===== src/rtl/mem_stage_if.sv =====
// Handshake and payload bundle between exe, data SRAM, mem_stage and wb.
// MEM_FWD_EN adds the mem-stage bypass signals.
interface mem_stage_if;
  logic        exe_to_mem_valid;
  logic        mem_allowin;
  logic        exe_req_issued;
  logic [31:0] exe_pc;
  logic [31:0] exe_result;
  logic [4:0]  exe_dest;
  logic        exe_gr_we;
  logic        exe_res_from_mem;
  logic        exe_op_b;
  logic        exe_op_h;
  logic        exe_op_unsigned;
  logic        exe_ex;
  logic        data_sram_data_ok;
  logic [31:0] data_sram_rdata;
  logic        wb_allowin;
  logic        mem_to_wb_valid;
  logic [31:0] mem_pc;
  logic [31:0] mem_final_result;
  logic [4:0]  mem_dest;
  logic        mem_gr_we;
  logic        mem_ex;
  logic        mem_load_pending;
  logic        exec_flush;
`ifdef MEM_FWD_EN
  logic [31:0] mem_fwd_data;
  logic        mem_fwd_valid;
`endif

  modport master (
    output exe_to_mem_valid,
    output exe_req_issued,
    output exe_pc,
    output exe_result,
    output exe_dest,
    output exe_gr_we,
    output exe_res_from_mem,
    output exe_op_b,
    output exe_op_h,
    output exe_op_unsigned,
    output exe_ex,
    output data_sram_data_ok,
    output data_sram_rdata,
    output wb_allowin,
    output exec_flush,
    input  mem_allowin,
    input  mem_to_wb_valid,
    input  mem_pc,
    input  mem_final_result,
    input  mem_dest,
    input  mem_gr_we,
    input  mem_ex,
`ifdef MEM_FWD_EN
    input  mem_fwd_data,
    input  mem_fwd_valid,
`endif
    input  mem_load_pending
  );

  modport slave (
    input  exe_to_mem_valid,
    input  exe_req_issued,
    input  exe_pc,
    input  exe_result,
    input  exe_dest,
    input  exe_gr_we,
    input  exe_res_from_mem,
    input  exe_op_b,
    input  exe_op_h,
    input  exe_op_unsigned,
    input  exe_ex,
    input  data_sram_data_ok,
    input  data_sram_rdata,
    input  wb_allowin,
    input  exec_flush,
    output mem_allowin,
    output mem_to_wb_valid,
    output mem_pc,
    output mem_final_result,
    output mem_dest,
    output mem_gr_we,
    output mem_ex,
`ifdef MEM_FWD_EN
    output mem_fwd_data,
    output mem_fwd_valid,
`endif
    output mem_load_pending
  );
endinterface


===== src/rtl/mem_stage.sv =====
// Memory-access stage: waits for data response, extends load data, drops flushed responses.
// Optional MEM_FWD_EN exposes mem_fwd_data / mem_fwd_valid for bypass.
module mem_stage #(
  parameter int DISCARD_W = 2
) (
  input logic        clk,
  input logic        resetn,
  mem_stage_if.slave bus
);

  localparam logic [DISCARD_W-1:0] CNT_MAX = '1;

  typedef struct packed {
    logic [31:0] pc;
    logic [31:0] result;
    logic [4:0]  dest;
    logic        gr_we;
    logic        res_from_mem;
    logic        op_b;
    logic        op_h;
    logic        op_unsigned;
    logic        ex;
  } mem_pl_t;

  mem_pl_t              pl;
  logic                 mem_valid;
  logic                 wait_data;
  logic                 rdata_buf_valid;
  logic [31:0]          rdata_buf;
  logic [DISCARD_W-1:0] discard_cnt;
  logic [DISCARD_W-1:0] discard_nxt;
  logic [DISCARD_W+1:0] cnt_sum;
  logic                 discard_ovf;

  logic cnt_zero;
  logic rsp_own;
  logic rsp_drop;
  logic rsp_take;
  logic ready_go;
  logic allowin;
  logic latch;
  logic flush_wait;
  logic flush_req;

  logic [31:0] ld_word;
  logic [7:0]  ld_byte;
  logic [15:0] ld_half;
  logic [31:0] ld_ext;
  logic [31:0] final_result;
  logic        gr_we;

  assign cnt_zero = discard_cnt == '0;
  assign rsp_own  = bus.data_sram_data_ok & cnt_zero;
  assign rsp_drop = bus.data_sram_data_ok & ~cnt_zero;
  assign rsp_take = rsp_own & wait_data;

  assign ready_go = ~wait_data | rdata_buf_valid | rsp_own;
  assign allowin  = ~mem_valid | (ready_go & bus.wb_allowin);
  assign latch    = allowin & bus.exe_to_mem_valid;

  // Both a stranded waiting load and an upstream request killed
  // by the flush still owe a response that must be swallowed.
  assign flush_wait = bus.exec_flush & mem_valid
                    & wait_data & ~rsp_own;
  assign flush_req  = bus.exec_flush & bus.exe_to_mem_valid
                    & bus.exe_req_issued;

  always_comb begin
    cnt_sum = {2'b00, discard_cnt}
            + {{(DISCARD_W+1){1'b0}}, flush_wait}
            + {{(DISCARD_W+1){1'b0}}, flush_req}
            - {{(DISCARD_W+1){1'b0}}, rsp_drop};
    discard_ovf = cnt_sum > {2'b00, CNT_MAX};
    discard_nxt = discard_ovf ? CNT_MAX
                              : cnt_sum[DISCARD_W-1:0];
  end

  always_ff @(posedge clk or negedge resetn) begin
    if (!resetn) begin
      discard_cnt <= '0;
    end else begin
      discard_cnt <= discard_nxt;
    end
  end

  always_ff @(posedge clk or negedge resetn) begin
    if (!resetn) begin
      mem_valid <= 1'b0;
    end else if (bus.exec_flush) begin
      mem_valid <= 1'b0;
    end else if (allowin) begin
      mem_valid <= bus.exe_to_mem_valid;
    end
  end

  always_ff @(posedge clk or negedge resetn) begin
    if (!resetn) begin
      wait_data <= 1'b0;
    end else if (bus.exec_flush) begin
      wait_data <= 1'b0;
    end else if (latch) begin
      wait_data <= bus.exe_req_issued & ~bus.exe_ex;
    end else if (rsp_take) begin
      wait_data <= 1'b0;
    end
  end

  always_ff @(posedge clk or negedge resetn) begin
    if (!resetn) begin
      rdata_buf_valid <= 1'b0;
      rdata_buf       <= '0;
    end else if (bus.exec_flush || latch) begin
      rdata_buf_valid <= 1'b0;
    end else if (rsp_take && !bus.wb_allowin) begin
      rdata_buf_valid <= 1'b1;
      rdata_buf       <= bus.data_sram_rdata;
    end
  end

  always_ff @(posedge clk or negedge resetn) begin
    if (!resetn) begin
      pl <= '0;
    end else if (latch) begin
      pl.pc           <= bus.exe_pc;
      pl.result       <= bus.exe_result;
      pl.dest         <= bus.exe_dest;
      pl.gr_we        <= bus.exe_gr_we;
      pl.res_from_mem <= bus.exe_res_from_mem;
      pl.op_b         <= bus.exe_op_b;
      pl.op_h         <= bus.exe_op_h;
      pl.op_unsigned  <= bus.exe_op_unsigned;
      pl.ex           <= bus.exe_ex;
    end
  end

  always_comb begin
    ld_word = rdata_buf_valid ? rdata_buf
                              : bus.data_sram_rdata;
    ld_byte = ld_word[7:0];
    unique case (pl.result[1:0])
      2'd0: ld_byte = ld_word[7:0];
      2'd1: ld_byte = ld_word[15:8];
      2'd2: ld_byte = ld_word[23:16];
      2'd3: ld_byte = ld_word[31:24];
      default: ld_byte = ld_word[7:0];
    endcase
    ld_half = pl.result[1] ? ld_word[31:16]
                           : ld_word[15:0];
    ld_ext = ld_word;
    unique case (1'b1)
      pl.op_b: ld_ext = {{24{~pl.op_unsigned & ld_byte[7]}},
                         ld_byte};
      pl.op_h: ld_ext = {{16{~pl.op_unsigned & ld_half[15]}},
                         ld_half};
      default: ld_ext = ld_word;
    endcase
  end

  assign final_result = pl.res_from_mem ? ld_ext : pl.result;
  assign gr_we        = pl.gr_we & ~pl.ex;

  assign bus.mem_allowin      = allowin;
  assign bus.mem_to_wb_valid  = mem_valid & ready_go
                              & ~bus.exec_flush;
  assign bus.mem_pc           = pl.pc;
  assign bus.mem_final_result = final_result;
  assign bus.mem_dest         = (mem_valid & gr_we) ? pl.dest
                                                    : 5'd0;
  assign bus.mem_gr_we        = gr_we;
  assign bus.mem_ex           = pl.ex;
  assign bus.mem_load_pending = mem_valid & pl.res_from_mem
                              & ~ready_go;

`ifdef MEM_FWD_EN
  assign bus.mem_fwd_data  = final_result;
  assign bus.mem_fwd_valid = mem_valid & gr_we & ready_go;
`endif

endmodule


===== src/flat_wrapper.sv =====
// flat-port wrapper written by rule: the top's interface ports become plain ports
module mem_stage_flat 
#(
  parameter int DISCARD_W = 2
)
  (clk, resetn, bus_exe_to_mem_valid, bus_exe_req_issued, bus_exe_pc, bus_exe_result, bus_exe_dest, bus_exe_gr_we, bus_exe_res_from_mem, bus_exe_op_b, bus_exe_op_h, bus_exe_op_unsigned, bus_exe_ex, bus_data_sram_data_ok, bus_data_sram_rdata, bus_wb_allowin, bus_exec_flush, bus_mem_allowin, bus_mem_to_wb_valid, bus_mem_pc, bus_mem_final_result, bus_mem_dest, bus_mem_gr_we, bus_mem_ex, bus_mem_load_pending);
  mem_stage_if bus_i ();
  input logic clk;
  input logic resetn;
  input wire logic [$bits(bus_i.exe_to_mem_valid)-1:0] bus_exe_to_mem_valid;
  input wire logic [$bits(bus_i.exe_req_issued)-1:0] bus_exe_req_issued;
  input wire logic [$bits(bus_i.exe_pc)-1:0] bus_exe_pc;
  input wire logic [$bits(bus_i.exe_result)-1:0] bus_exe_result;
  input wire logic [$bits(bus_i.exe_dest)-1:0] bus_exe_dest;
  input wire logic [$bits(bus_i.exe_gr_we)-1:0] bus_exe_gr_we;
  input wire logic [$bits(bus_i.exe_res_from_mem)-1:0] bus_exe_res_from_mem;
  input wire logic [$bits(bus_i.exe_op_b)-1:0] bus_exe_op_b;
  input wire logic [$bits(bus_i.exe_op_h)-1:0] bus_exe_op_h;
  input wire logic [$bits(bus_i.exe_op_unsigned)-1:0] bus_exe_op_unsigned;
  input wire logic [$bits(bus_i.exe_ex)-1:0] bus_exe_ex;
  input wire logic [$bits(bus_i.data_sram_data_ok)-1:0] bus_data_sram_data_ok;
  input wire logic [$bits(bus_i.data_sram_rdata)-1:0] bus_data_sram_rdata;
  input wire logic [$bits(bus_i.wb_allowin)-1:0] bus_wb_allowin;
  input wire logic [$bits(bus_i.exec_flush)-1:0] bus_exec_flush;
  output wire logic [$bits(bus_i.mem_allowin)-1:0] bus_mem_allowin;
  output wire logic [$bits(bus_i.mem_to_wb_valid)-1:0] bus_mem_to_wb_valid;
  output wire logic [$bits(bus_i.mem_pc)-1:0] bus_mem_pc;
  output wire logic [$bits(bus_i.mem_final_result)-1:0] bus_mem_final_result;
  output wire logic [$bits(bus_i.mem_dest)-1:0] bus_mem_dest;
  output wire logic [$bits(bus_i.mem_gr_we)-1:0] bus_mem_gr_we;
  output wire logic [$bits(bus_i.mem_ex)-1:0] bus_mem_ex;
  output wire logic [$bits(bus_i.mem_load_pending)-1:0] bus_mem_load_pending;
  assign bus_i.exe_to_mem_valid = bus_exe_to_mem_valid;
  assign bus_i.exe_req_issued = bus_exe_req_issued;
  assign bus_i.exe_pc = bus_exe_pc;
  assign bus_i.exe_result = bus_exe_result;
  assign bus_i.exe_dest = bus_exe_dest;
  assign bus_i.exe_gr_we = bus_exe_gr_we;
  assign bus_i.exe_res_from_mem = bus_exe_res_from_mem;
  assign bus_i.exe_op_b = bus_exe_op_b;
  assign bus_i.exe_op_h = bus_exe_op_h;
  assign bus_i.exe_op_unsigned = bus_exe_op_unsigned;
  assign bus_i.exe_ex = bus_exe_ex;
  assign bus_i.data_sram_data_ok = bus_data_sram_data_ok;
  assign bus_i.data_sram_rdata = bus_data_sram_rdata;
  assign bus_i.wb_allowin = bus_wb_allowin;
  assign bus_i.exec_flush = bus_exec_flush;
  assign bus_mem_allowin = bus_i.mem_allowin;
  assign bus_mem_to_wb_valid = bus_i.mem_to_wb_valid;
  assign bus_mem_pc = bus_i.mem_pc;
  assign bus_mem_final_result = bus_i.mem_final_result;
  assign bus_mem_dest = bus_i.mem_dest;
  assign bus_mem_gr_we = bus_i.mem_gr_we;
  assign bus_mem_ex = bus_i.mem_ex;
  assign bus_mem_load_pending = bus_i.mem_load_pending;
  mem_stage #(.DISCARD_W(DISCARD_W)) u_core (.clk(clk), .resetn(resetn), .bus(bus_i));
endmodule

===== config.mk =====
export PLATFORM = sky130hd
export DESIGN_NAME = mem_stage_flat
export DESIGN_NICKNAME = d
export VERILOG_FILES = /design/src/rtl/mem_stage_if.sv /design/src/rtl/mem_stage.sv /design/src/flat_wrapper.sv
export SDC_FILE = /design/constraint.sdc
export NUM_CORES = 1
export LEC_CHECK = 0
export CAP_MARGIN = 20
export CORE_ASPECT_RATIO = 0.5
export CORE_MARGIN = 2
export CORE_UTILIZATION = 43
export DETAILED_ROUTE_END_ITERATION = 10
export GPL_TIMING_DRIVEN = 0
export PLACE_DENSITY = 0.77
export SETUP_SLACK_MARGIN = 0.05
export SLEW_MARGIN = 0
export SYNTH_ARGS = -nofsm -noshare
export SYNTH_HDL_FRONTEND = slang
export SYNTH_SLANG_ARGS = --single-unit

===== constraint.sdc =====
create_clock -name clk -period 2.75 [get_ports clk]
set_clock_uncertainty 0.1 [all_clocks]
set_input_delay 0.6875 -clock clk [delete_from_list [all_inputs] [get_ports clk]]
set_output_delay 0.6875 -clock clk [all_outputs]
set_load 0.02 [all_outputs]

Word level (Yosys, flattened, before mapping)

Cells that the tools add are included.
W data, S select, Z words.

Register bits: 112
Input bits: 114

Bitwise logic cells: 32
Mux-type cells: 14
$add $sub $neg: 3
Magnitude comparators: 1
Equal/unequal tests: 3
Reductions and logical operators: 9

Operator list:

| kind                 | number |
|---|---|
| $mux W32             | 2 |
| $pmux W32 S2         | 1 |
| $pmux W8 S4          | 1 |
| $and A1 B1 Y1        | 19 |
| $mux W16             | 1 |
| $not A1 Y1           | 10 |
| $mux W1              | 7 |
| $mux W5              | 1 |
| $add A4 B1 Y4        | 1 |
| $eq A2 B2 Y1 const B | 2 |
| $gt A4 B2 Y1 const B | 1 |
| $logic_not A2 Y1     | 2 |
| $reduce_bool A2 Y1   | 2 |
| $sub A4 B1 Y4        | 1 |
| $add A2 B1 Y3        | 1 |
| $or A1 B1 Y1         | 3 |
| $reduce_bool A3 Y1   | 1 |
| $eq A2 B1 Y1 const B | 1 |
| $mux W2              | 1 |
| $reduce_and A2 Y1    | 1 |
| $logic_and A1 B1 Y1  | 1 |
| $logic_not A1 Y1     | 1 |
| $logic_or A1 B1 Y1   | 1 |

Depth between registers and ports, before layout

Gate-level depths: netlist (run 1).

Depth in word-level cells: 9
Gate-level depth with buffers: 12
Depth with buffers taken out: 12

Worst setup path after synthesis (run 1)

OpenSTA, ideal clock, no wires.

Kind: input to register
From: input port bus_data_sram_data_ok
To: register u_core.discard_cnt[1]
Arrival time: 2.706 ns
Setup time: 0.119 ns
Setup slack: -0.175 ns
Stages: 12
Cells stage by stage: nor3b_2 > nor2b_1 > and3_1 > ha_1 > inv_1 > ha_1 > inv_1 > ha_1 > a211oi_1 > xnor2_1 > nand3b_1 > a21bo_2

Word-level cells in the longest chain between the ends: 8

Ends and longest elaborated chain:

| element                   | RTL line           | source |
|---|---|---|
| from (decl)               | flat_wrapper.sv:21 | `input wire logic [$bits(bus_i.data_sram_data_ok)-1:0] bus_data_sram_data_ok;` |
| $and A1 B1 Y1             | mem_stage.sv:53    | `assign rsp_own = bus.data_sram_data_ok & cnt_zero;` |
| $not A1 Y1                | mem_stage.sv:64    | `& wait_data & ~rsp_own;` |
| $and A1 B1 Y1             | mem_stage.sv:64    |  |
| $add A2 B1 Y3             | mem_stage.sv:70    | `+ {{(DISCARD_W+1){1'b0}}, flush_wait}` |
| $add A4 B1 Y4             | mem_stage.sv:71    | `+ {{(DISCARD_W+1){1'b0}}, flush_req}` |
| $sub A4 B1 Y4 *           | mem_stage.sv:72    | `- {{(DISCARD_W+1){1'b0}}, rsp_drop};` |
| $gt A4 B2 Y1              | mem_stage.sv:73    | `discard_ovf = cnt_sum > {2'b00, CNT_MAX};` |
| $mux W2 *                 | mem_stage.sv:74    | `discard_nxt = discard_ovf ? CNT_MAX` |
| net u_core.discard_nxt[1] | mem_stage.sv:31    | `logic [DISCARD_W-1:0] discard_nxt;` |
| to (signal assigned)      | mem_stage.sv:82    | `discard_cnt <= discard_nxt;` |
| to (decl)                 | mem_stage.sv:30    | `logic [DISCARD_W-1:0] discard_cnt;` |

Mark *: on every way through the listed nets, which the timed path passes. The rest lies on a longest branch.
A chain may end at the register's enable or synchronous reset.

Worst setup path after layout (run 1)

From: register u_core.rdata_buf_valid
To: output port bus_mem_final_result[26]

Word-level cells in the longest chain between the ends: 5

Ends and longest elaborated chain:

| element                                        | RTL line                           | source |
|---|---|---|
| from (decl)                                    | mem_stage.sv:28                    | `logic rdata_buf_valid;` |
| from (signal assigned)                         | mem_stage.sv:110                   | `rdata_buf_valid <= 1'b0;` |
| from (signal assigned)                         | mem_stage.sv:113                   | `rdata_buf_valid <= 1'b0;` |
| from (signal assigned)                         | mem_stage.sv:115                   | `rdata_buf_valid <= 1'b1;` |
| $mux W32 *                                     | mem_stage.sv:137                   | `ld_word = rdata_buf_valid ? rdata_buf` |
| $pmux W8 S4 / $mux W16 (equally long branches) | mem_stage.sv:140, mem_stage.sv:147 |  |
| $and A1 B1 Y1, on equally long branches        | mem_stage.sv:151, mem_stage.sv:153 |  |
| $pmux W32 S2 *                                 | mem_stage.sv:150                   | `unique case (1'b1)` |
| $mux W32 *                                     | mem_stage.sv:159                   | `assign final_result = pl.res_from_mem ? ld_ext : pl.result;` |
| to (decl)                                      | flat_wrapper.sv:28                 | `output wire logic [$bits(bus_i.mem_final_result)-1:0] bus_mem_final_result;` |

Mark *: on every way between the ends. The rest lies on a longest branch, timed or not.

==> impl_results.md, run 1 <==
* Startpoint types: flop
* ANT cells at 0
* Fin Hold WS at around 0.062 ns
* Initial antenna violation count at 0
* Grt peak-use layer: met2
* Internal power at 3.536 mW
* Reg power frac at 0.377
* HP Class: input pin to async pin
* Max-cap violation count at 0
* RSZ-0062 raised after global routing: yes
* Area Overhead vs Synth at 45.55%
* Drt first pass iters at 5
* Netlist Area Pre-Place at 0.006181 mm2
* Syn Area/Cell at 11.96 um2
* Fmax achieved at 334.2 MHz
* Seq/Total Area, Yosys at 0.4534
* Die width at 173.6 um
* WP buf/inv at 4
* Critical path, cell by cell: buf_12 -> mux2_4 -> o31a_1 -> o211ai_1 -> buf_4 -> buf_6 -> a41oi_2 -> buf_4
* Logic pwr share at 0.353
* DRT iter0 DRCs at 286
* Grt total ovfl at 0
* Synth area leaders: dfrtp_1 45%, mux2_2 23%, mux4_2 4.0%
* Drt drc at 0
* Critical Path Fanout Max at 10
* Crit-path slowest cell: dfrtp_1
* Post-synth EDFFs at 0
* Worst path required time at ~2 ns
* Met2 Use GR at 0.4156
* Worst Setup Slack, final at -0.2423 ns
* Core Rows at 30
* CTS Buf Count at 9
* First-pass GRT wire length at 27.92 mm
* Mapped Cells at 517
* Die footprint at between 0.015 and 0.02 mm2
* Clock transition at the registers of the reported paths at 0.07 ns
* H-tree lvl count at 3
* Die height at 88.78 um
* Post-DP HPWL at ~13 mm
* Sink Count at 112
* Pre-CTS setup slack at -1.114 ns
* Syn_nets at 638
* Leakage at 3.886 nW
* Crit. End Element: output port
* Setup CP Type: flop to output port
* Post-DR vias/cell at 5.502
* # nets final at 853
* Setup-failing EPs final at 32
* Antenna Nets Post-Route at 0
* Flops & latches, synth at 112
* Clock tree buffer depth at 2
* Core box area at around 0.014 mm2
* Primary FF master, synth: dfrtp_1
* Final min period at 2.992 ns
* CTS tree: done
* Most frequent cells in the layout: 126 x clkdlybuf4s50_1, 124 x mux2_2, 109 x dfrtp_1
* Final instance area at around 0.0090 mm2
* All-layer global routing usage at 0.2347
* Placer congestion estimate at 0.8598
* Most frequent CP cell: buf_4
* Largest net degree at the start of global routing at between 90 and 100
* Total wire length at 18.19 mm
* Pwr Total at 5.162 mW
* Final Cycle Share at 1.088
* # port buffers at 187
* Switching share of power at 0.3149
* PD cells at 573.8 mW/mm2
* Final Hold Fails at 0
* Via Count at 5111
* Hold buffers post-CTS at 0
* Status: finished with violations
* Met3 Use GR at 0.06744
* Slew @ Worst Pin at ~0.64 ns
* Drt wl/cell at approximately 20 um
* GR Layer Usage met1 at 0.2845
* Root buffer cell: clkbuf_16
* Violated checks: setup timing
* Switching Power at 1.626 mW
* Clk Latency, worst-skew pair at 0.34 ns
* Fill cells at 1065
* Largest area contributor in the netlist: dfrtp_1
* CP delay by family, top: buffers and inverters
* Clock Power Share at 0.270
* CP arrival at approximately 2.2 ns
* Most common cell after layout, fill and taps aside: clkdlybuf4s50_1
* Share of cells above drive strength 1 at 0.4315
* Vias in the first global route at 5227
* Top-area cell type share of the netlist area at 0.4534
* CP max stage delay at around 0.40 ns
* Yosys cell types at 46
* Initial Util at 0.4487
* Fraction of registers with async set/reset at 1.000
* Post-DP Area at approximately 0.0084 mm2
* Max-slew violations at 0
* Largest vdd supply drop at 0.3463 mV
* # IOs at between 150 and 200
* Max transition margin at 0.5765
* Ys Warns at 0
## final cells by class
type                    instances  area, um2  share of cell area
inverters                      11      43.79            0.004868
plain buffers                  66      501.7             0.05577
repair buffers                206       1927              0.2142
clock inverters                 3      47.55            0.005285
clock buffers                  13      270.3             0.03004
well taps                     192      240.2             0.02670
multi-input cells             326       3159              0.3512
flip-flops and latches        112       2806              0.3120
## cell families (layout without fill, tap and decap cells)
kind of cell / Yosys count / count (layout) / share of synthesized area
multiplexers: 148 / 148 / 0.2883
flip-flops: 112 / 112 / 0.4534
AND/OR/NAND/NOR: 86 / 86 / 0.06498
AO/OA/AOI/OAI: 83 / 83 / 0.1008
buffers and inverters: 79 / 299 / 0.07429
adder cells (fa/ha/maj): 7 / 7 / 0.01538
XOR/XNOR: 2 / 2 / 0.002835
## worst paths after layout
path,cells past startpoint,slack [ns],end,startpoint
max,8,-0.24,bus_mem_final_result[26],u_core.rdata_buf_valid
min,1,0.06,u_core.pl[6],resetn
max reg2reg,12,0.16,u_core.discard_cnt[1],u_core.discard_cnt[1]
min reg2reg,1,0.40,u_core.rdata_buf[25],u_core.rdata_buf[25]
max in group asynchronous,2,1.76,u_core.pl[12],resetn
min in group clk,1,0.40,u_core.rdata_buf[25],u_core.rdata_buf[25]
## power by group through the flow
stage	sequential [mW]	combinational, mW	clock [mW]
2_1_floorplan	1.93	1.01	0
3_3_place_gp	1.95	1.75	0
3_5_place_dp	1.96	1.78	0
4_1_cts	1.94	1.79	1.42
5_1_grt	1.97	1.94	1.49
6_report	1.95	1.82	1.39
## worst reg2reg max path, cell delays in order, from the launching register on
cell and delay [ns]:
dfrtp_2 0.44, nor3b_4 0.27, nor2b_2 0.08, and3_1 0.17, ha_2 0.19, inv_2 0.07, ha_4 0.22, inv_4 0.06
ha_4 0.19, a211oi_2 0.23, xnor2_1 0.14, nand3b_1 0.12, a21bo_2 0.20
## routing by layer
metal / up-vias / routed length (um)
met1: 2594 / 7269
met2: 200 / 9382
li1: 2297 / -
met5: - / 0
met3: 20 / 1288
met4: 0 / 248
## flip-flops by register name (all words and copies together) (netlist names)
| register | cells |
|---|---|
| u_core.bus.mem_ex | 1 |
| u_core.bus.mem_pc | 32 |
| u_core.discard_cnt | 2 |
| u_core.mem_valid | 1 |
| u_core.pl | 42 |
| u_core.rdata_buf | 32 |
| u_core.rdata_buf_valid | 1 |
| u_core.wait_data | 1 |
## Yosys cell counts (all sizes together) (2+ instances only)
library cell  count
a221o             7
a21oi             9
nand3             7
and3              6
and2              2
o211ai            2
nand2            27
nor3b             2
a21o              2
nand2b            3
a22oi             2
o21ai            11
a22o              5
nor2b             3
buf              52
inv              11
a21bo             2
mux4             11
ha                6
xnor2             2
a31oi            13
mux2i             7
clkbuf           16
a41oi            19
dfrtp           112
o31a              3
mux2            130
nor3              2
nor2             32
## stage by stage
step	instances	util	setup TNS, ns
finish	929	0.6530	-5.987
detailed placement	897	0.6069	-68.37
CTS	922	0.6432	-5.469
global route	929	0.6530	-8.781
floorplan	517	-	-0.02504
global placement	896	0.6048	-473.38
## timing repair
item | 4_1_cts | 5_1_grt
resized for setup | 276 | 28
setup endpoints to repair | 96 | 41
cloned | 1 | 1
buffers inserted | 10 | 6
pin swaps | 12 | 11
No activity file was read; power rests on OpenSTA's default activity.
==> run 2, diff against run 1 <==
Settings changed: CAP_MARGIN 20 to 40.
==> run 2 against run 1 <==
Compared with the run above: the run still ends with setup timing left; non-clock buffer count rose by 1; hold slack improved by 0.11 ns; largest cell class unchanged; flip-flop and latch count did not move; first-iteration DRC count rose by 17%; maximum frequency fell by 0.33%; utilization barely moved; largest power group unchanged; highest routed layer unchanged; combinational power barely moved; critical endpoint is now bus_mem_final_result[27]; die area did not move; clock power fell by 3%; sequential power barely moved.
==> impl_results.md, run 2 (synthesized netlist as in run 1, its figures left out) <==
* Antenna Nets Post-Route at 0
* Grt total ovfl at 0
* Drt first pass iters at 5
* Clock tree buffer depth at 2
* R2r setup slk at 0.15 ns
* First-pass GRT wire length at 27.78 mm
* CTS tree: done
* Status: finished with violations
* Core Util, Final at 0.6529
* ANT cells at 0
* FF-to-FF path depth at 12
* Fmax achieved at 333.1 MHz
* PD cells at 568.9 mW/mm2
* Final instance area at 0.008994 mm2
* Clock transition at the registers of the reported paths at 0.07 ns
* Drt drc at 0
* Slew @ Worst Pin at 0.6291 ns
* FF-to-FF Start: u_core.discard_cnt[1]
* Initial antenna violation count at 0
* Critical path, cell by cell: buf_12 -> mux2_4 -> o31a_1 -> o211ai_1 -> buf_4 -> buf_6 -> a41oi_2 -> buf_2
* Largest vdd supply drop at 0.3116 mV
* Worst path required time at between 1.5 and 2 ns
* Sink Count at 112
* Setup-failing EPs final at 33
* CP max stage delay at 0.41 ns
* Violated checks: setup timing
* # nets final at 854
* Share of cells above drive strength 1 at 0.4241
* CP arrival at ~2.2 ns
* CP delay by family, top: buffers and inverters
* Core box area at 0.01378 mm2
* Final Hold Fails at 0
* Pre-CTS setup slack at -1.103 ns
* WP buf/inv at 4
* Post-DP HPWL at 13.21 mm
* Root buffer cell: clkbuf_16
* Startpoint types: flop
* Final Cycle Share at 1.092
* Layout Cells excl Fill at 930
* Drt wl/cell at 19.70 um
* Area Overhead vs Synth at 45.51%
* Max transition margin at 0.5806
* Final min period at 3.002 ns
* # port buffers at 187
* Largest net degree at the start of global routing at 63
* Placer congestion estimate at 0.8598
* Leakage at 3.869 nW
* Post-DR vias/cell at about 5.5
* CTS Buf Count at 9
* H-tree lvl count at 3
* Most frequent cells in the layout: 122 x mux2_2, 121 x clkdlybuf4s50_1, 109 x dfrtp_1
* RSZ-0062 raised after global routing: yes
* Vias in the first global route at 5235
* Crit. End Element: output port
* Crit Reg-Reg Endpoint: u_core.discard_cnt[1]
* Die width at 173.6 um
* Setup CP Type: flop to output port
* Critical Path Fanout Max at 6
* Die footprint at roughly 0.015 mm2
* Core Rows at 30
* Placed cell count at 897
* DRT iter0 DRCs at ~330
* Max reg flops at 42
* Top reg by flops: u_core.pl
* Post-route setup TNS at -6.948 ns
* HP Class: input pin to async pin
* Most common cell after layout, fill and taps aside: mux2_2
* Max-slew violations at 0
* Initial Util at 0.4487
* Crit-path slowest cell: dfrtp_1
* # IOs at around 190
* All-layer global routing usage at 0.2350
* Via Count at 5099
* Post-DP Area at 0.008361 mm2
* Clk Latency, worst-skew pair at around 0.35 ns
* Die height at around 89 um
* Max-cap violation count at 0
* Worst Setup Slack, final at -0.2523 ns
* Total wire length at 18.33 mm
[run 2: changes by cell type in the layout (fill, tap and decap cells not counted), moves of 3 or more]
cell             change
clkbuf_1             +4
clkdlybuf4s50_1      -5
dlygate4sd2_1        +7
buf_2                -3
mux2i_2              -3
buf_6                +6
[run 2: how the worst max path moves through the flow]
stage / endpoint / from / cells after the start
global route: bus_mem_final_result[24] / u_core.rdata_buf_valid / 8
CTS: bus_mem_final_result[12] / u_core.rdata_buf_valid / 8
detailed placement: bus_mem_final_result[11] / bus_data_sram_rdata[31] / 7
floorplan: u_core.discard_cnt[1] / bus_data_sram_data_ok / 12
finish: bus_mem_final_result[27] / u_core.rdata_buf_valid / 8
global placement: u_core.pl[16] / resetn / 1
[run 2: timing repair]
action	in CTS	in global routing
cloned	1	0
setup endpoints to repair	96	39
setup buffers	13	5
resized for setup	284	33
pin swaps	11	10
hold buffers	0	0
[run 2: worst register-to-register path: stages (launching register included)]
cell,delay [ns]
dfrtp_2,0.44
nor3b_4,0.28
nor2b_2,0.08
and3_1,0.17
ha_2,0.19
inv_2,0.06
ha_4,0.22
inv_4,0.06
ha_4,0.19
a211oi_2,0.23
xnor2_1,0.14
nand3b_1,0.12
a21bo_2,0.20
[run 2: power breakdown]
part           total (mW)  switching, mW  internal [mW]  leakage (nW)
clock                1.35          0.609          0.737         0.141
combinational        1.82          0.898          0.925          2.35
sequential           1.95          0.126           1.82          1.38
total                5.12           1.63           3.48          3.87
[run 2: cell type report]
| type | instances | area, um2 |
|---|---|---|
| tap | 192 | 240.2 |
| buffer | 66 | 500.5 |
| clock inverter | 2 | 38.79 |
| timing repair buffer | 207 | 1918 |
| fill | 1053 | 4782 |
| inverter | 11 | 43.79 |
| multi-input combinational | 326 | 3192 |
| sequential | 112 | 2806 |
| clock buffer | 14 | 254.0 |
[run 2: through the flow]
stage | power (mW) | hold WS [ns]
3_5_place_dp | 3.739 | 0.3818
6_report | 5.116 | 0.1742
4_1_cts | 5.063 | 0.2012
2_1_floorplan | 2.937 | 0.2919
5_1_grt | 5.337 | 0.2096
3_3_place_gp | 3.695 | 0.3635
[run 2: layer usage]
metal / share of wire / GRT usage / vias up
met2: 0.51 / 0.4178 / 192
met1: 0.40 / 0.2883 / 2577
met4: 0.021 / 0.07627 / 0
met5: 0 / 0 / -
met3: 0.064 / 0.05756 / 33
li1: - / - / 2297
==> run 3, diff against run 2 <==
Settings changed: PLACE_DENSITY 0.77 to 0.85.
==> run 3 against run 2 <==
Compared with the run above: the run still ends with setup timing left; utilization rose by 0.81 points; clock-buffer cell count fell by 3; maximum frequency fell by 5.3%; cell area rose by 1.2%; non-clock buffer count rose by 6; flip-flop and latch count did not move; largest cell class unchanged; critical path type unchanged.
==> impl_results.md, run 3 (synthesized netlist as in run 1, its figures left out) <==
* Final Cycle Share at 1.152
* Layout Cells excl Fill at 935
* Drt first pass iters at 4
* Die width at 173.6 um
* Via Count at about 5300
* Root buffer cell: clkbuf_16
* Setup CP Type: flop to output port
* FF-to-FF Start: u_core.discard_cnt[1]
* Setup-failing EPs final at 32
* Status: finished with violations
* Clock tree buffer depth at 2
* H-tree lvl count at 3
* CTS tree: done
* Pre-CTS setup slack at -1.077 ns
* Initial antenna violation count at 0
* Placed cell count at between 800 and 900
* DRT iter0 DRCs at 466
* All-layer global routing usage at 0.2444
* Post-DR vias/cell at 5.671
* Share of cells above drive strength 1 at 0.4388
* Crit. End Element: output port
* HP Class: input pin to async pin
* Top reg by flops: u_core.pl
* Leakage at 3.890 nW
* Placer congestion estimate at ~0.85
* ANT cells at 0
* Final instance area at between 0.009 and 0.01 mm2
* First-pass GRT wire length at 28.83 mm
* Worst Setup Slack, final at -0.4194 ns
* Critical Path Fanout Max at 7
* PD cells at 557.4 mW/mm2
* Max-cap violation count at 0
* Worst path required time at ~2 ns
* CP Launch Point: u_core.rdata_buf_valid
* Hold buffers post-CTS at 0
* Post-DP HPWL at between 10 and 15 mm
* Most frequent cells in the layout: 129 x clkdlybuf4s50_1, 124 x mux2_2, 111 x dfrtp_1
* Most common cell after layout, fill and taps aside: clkdlybuf4s50_1
* Clock transition at the registers of the reported paths at 0.07 ns
* # IOs at 188
* Die footprint at 0.01541 mm2
* Area Overhead vs Synth at 47.31%
* Antenna Nets Post-Route at 0
* Clk Latency, worst-skew pair at ~0.35 ns
* Fmax achieved at 315.5 MHz
* Vias in the first global route at 5331
* Core Rows at 30
* Drt drc at 0
* Post-DP Area at 0.008361 mm2
* Initial Util at 0.4487
* Fill cells at 971
* CTS Buf Count at 9
* Drt wl/cell at around 21 um
* Final min period at 3.169 ns
* Violated checks: setup timing
* Die height at 88.78 um
* Max reg flops at 42
* Startpoint types: flop
* # nets final at 860
* Final Hold Fails at 0
* Core box area at 0.01378 mm2
* CP arrival at 2.38 ns
* RSZ-0062 raised after global routing: yes
* Max transition margin at 0.5748
* Largest net degree at the start of global routing at 60
* Grt total ovfl at 0
* Total wire length at between 15 and 20 mm
* Max-slew violations at 0
* Slew @ Worst Pin at 0.6377 ns
* Core Util, Final at 0.6609
* Largest vdd supply drop at a little under 0.3 mV
* # port buffers at 187
* Sink Count at 112
[run 3: changes by cell type in the layout (fill, tap and decap cells not counted), sizes merged, moves of 2 or more]
cell           delta
clkdlybuf4s15     -2
clkdlybuf4s50     +8
dlygate4sd2       -8
clkbuf            -2
buf               +7
clkinvlp          +2
[run 3: cell type report]
cell class	count	area [um2]	share of cell area
Buffer	66	515.5	0.05662
Clock buffer	11	242.7	0.02666
Clock inverter	4	30.03	0.003298
Inverter	11	45.04	0.004947
Multi-Input combinational cell	326	3221	0.3537
Sequential cell	112	2804	0.3080
Tap cell	192	240.2	0.02638
Timing Repair Buffer	213	2007	0.2204
[run 3: repair_timing]
item | in CTS | in global routing
buffers inserted | 18 | 6
gates cloned | 2 | 1
gates resized for setup | 271 | 50
endpoints found under the setup margin | 96 | 40
pin swaps | 11 | 12
hold endpoints to repair | 0 | 0
[run 3: report_power, final]
part / internal (mW) / total (mW) / switching, mW
Clock: 0.640 / 1.25 / 0.614
Combinational: 0.939 / 1.87 / 0.932
Sequential: 1.82 / 1.95 / 0.130
[run 3: worst paths after layout]
check | to | slack [ns] | cells after the start
setup reg to reg | u_core.discard_cnt[1] | 0.14 | 12
hold reg to reg | u_core.pl[7] | 0.40 | 1
setup / recovery | bus_mem_final_result[28] | -0.42 | 8
min in group clk | u_core.pl[7] | 0.40 | 1
hold / removal | u_core.pl[10] | 0.19 | 1
max in group asynchronous | u_core.bus.mem_pc[0] | 1.68 | 2
[run 3: worst max-delay path, stage by stage, from the launching register on]
cell and delay, ns:
dfrtp_1 0.40, buf_12 0.16, mux2_4 0.31, o31a_1 0.28, o211ai_1 0.19, buf_4 0.22, buf_6 0.13, a41oi_2 0.13
buf_4 0.21
[run 3: per-layer routing]
layer / part of all wire / wire (um) / vias to the layer above / GRT usage
met5: 0 / 0 / - / 0
met4: 0.032 / 625 / 0 / 0.09553
met3: 0.060 / 1171 / 53 / 0.05971
met2: 0.52 / 10180 / 251 / 0.4415
met1: 0.39 / 7517 / 2687 / 0.2889
li1: - / - / 2311 / -
[run 3: stage by stage]
stage / power [mW] / TNS, ns / hold slack [ns]
finish: 5.075 / -10.42 / 0.1931
global route: 5.291 / -11.68 / 0.2297
CTS: 4.979 / -6.440 / 0.2150
detailed placement: 3.738 / -63.78 / 0.3881
global placement: 3.684 / -453.46 / 0.3644
floorplan: 2.937 / -0.02504 / 0.2919
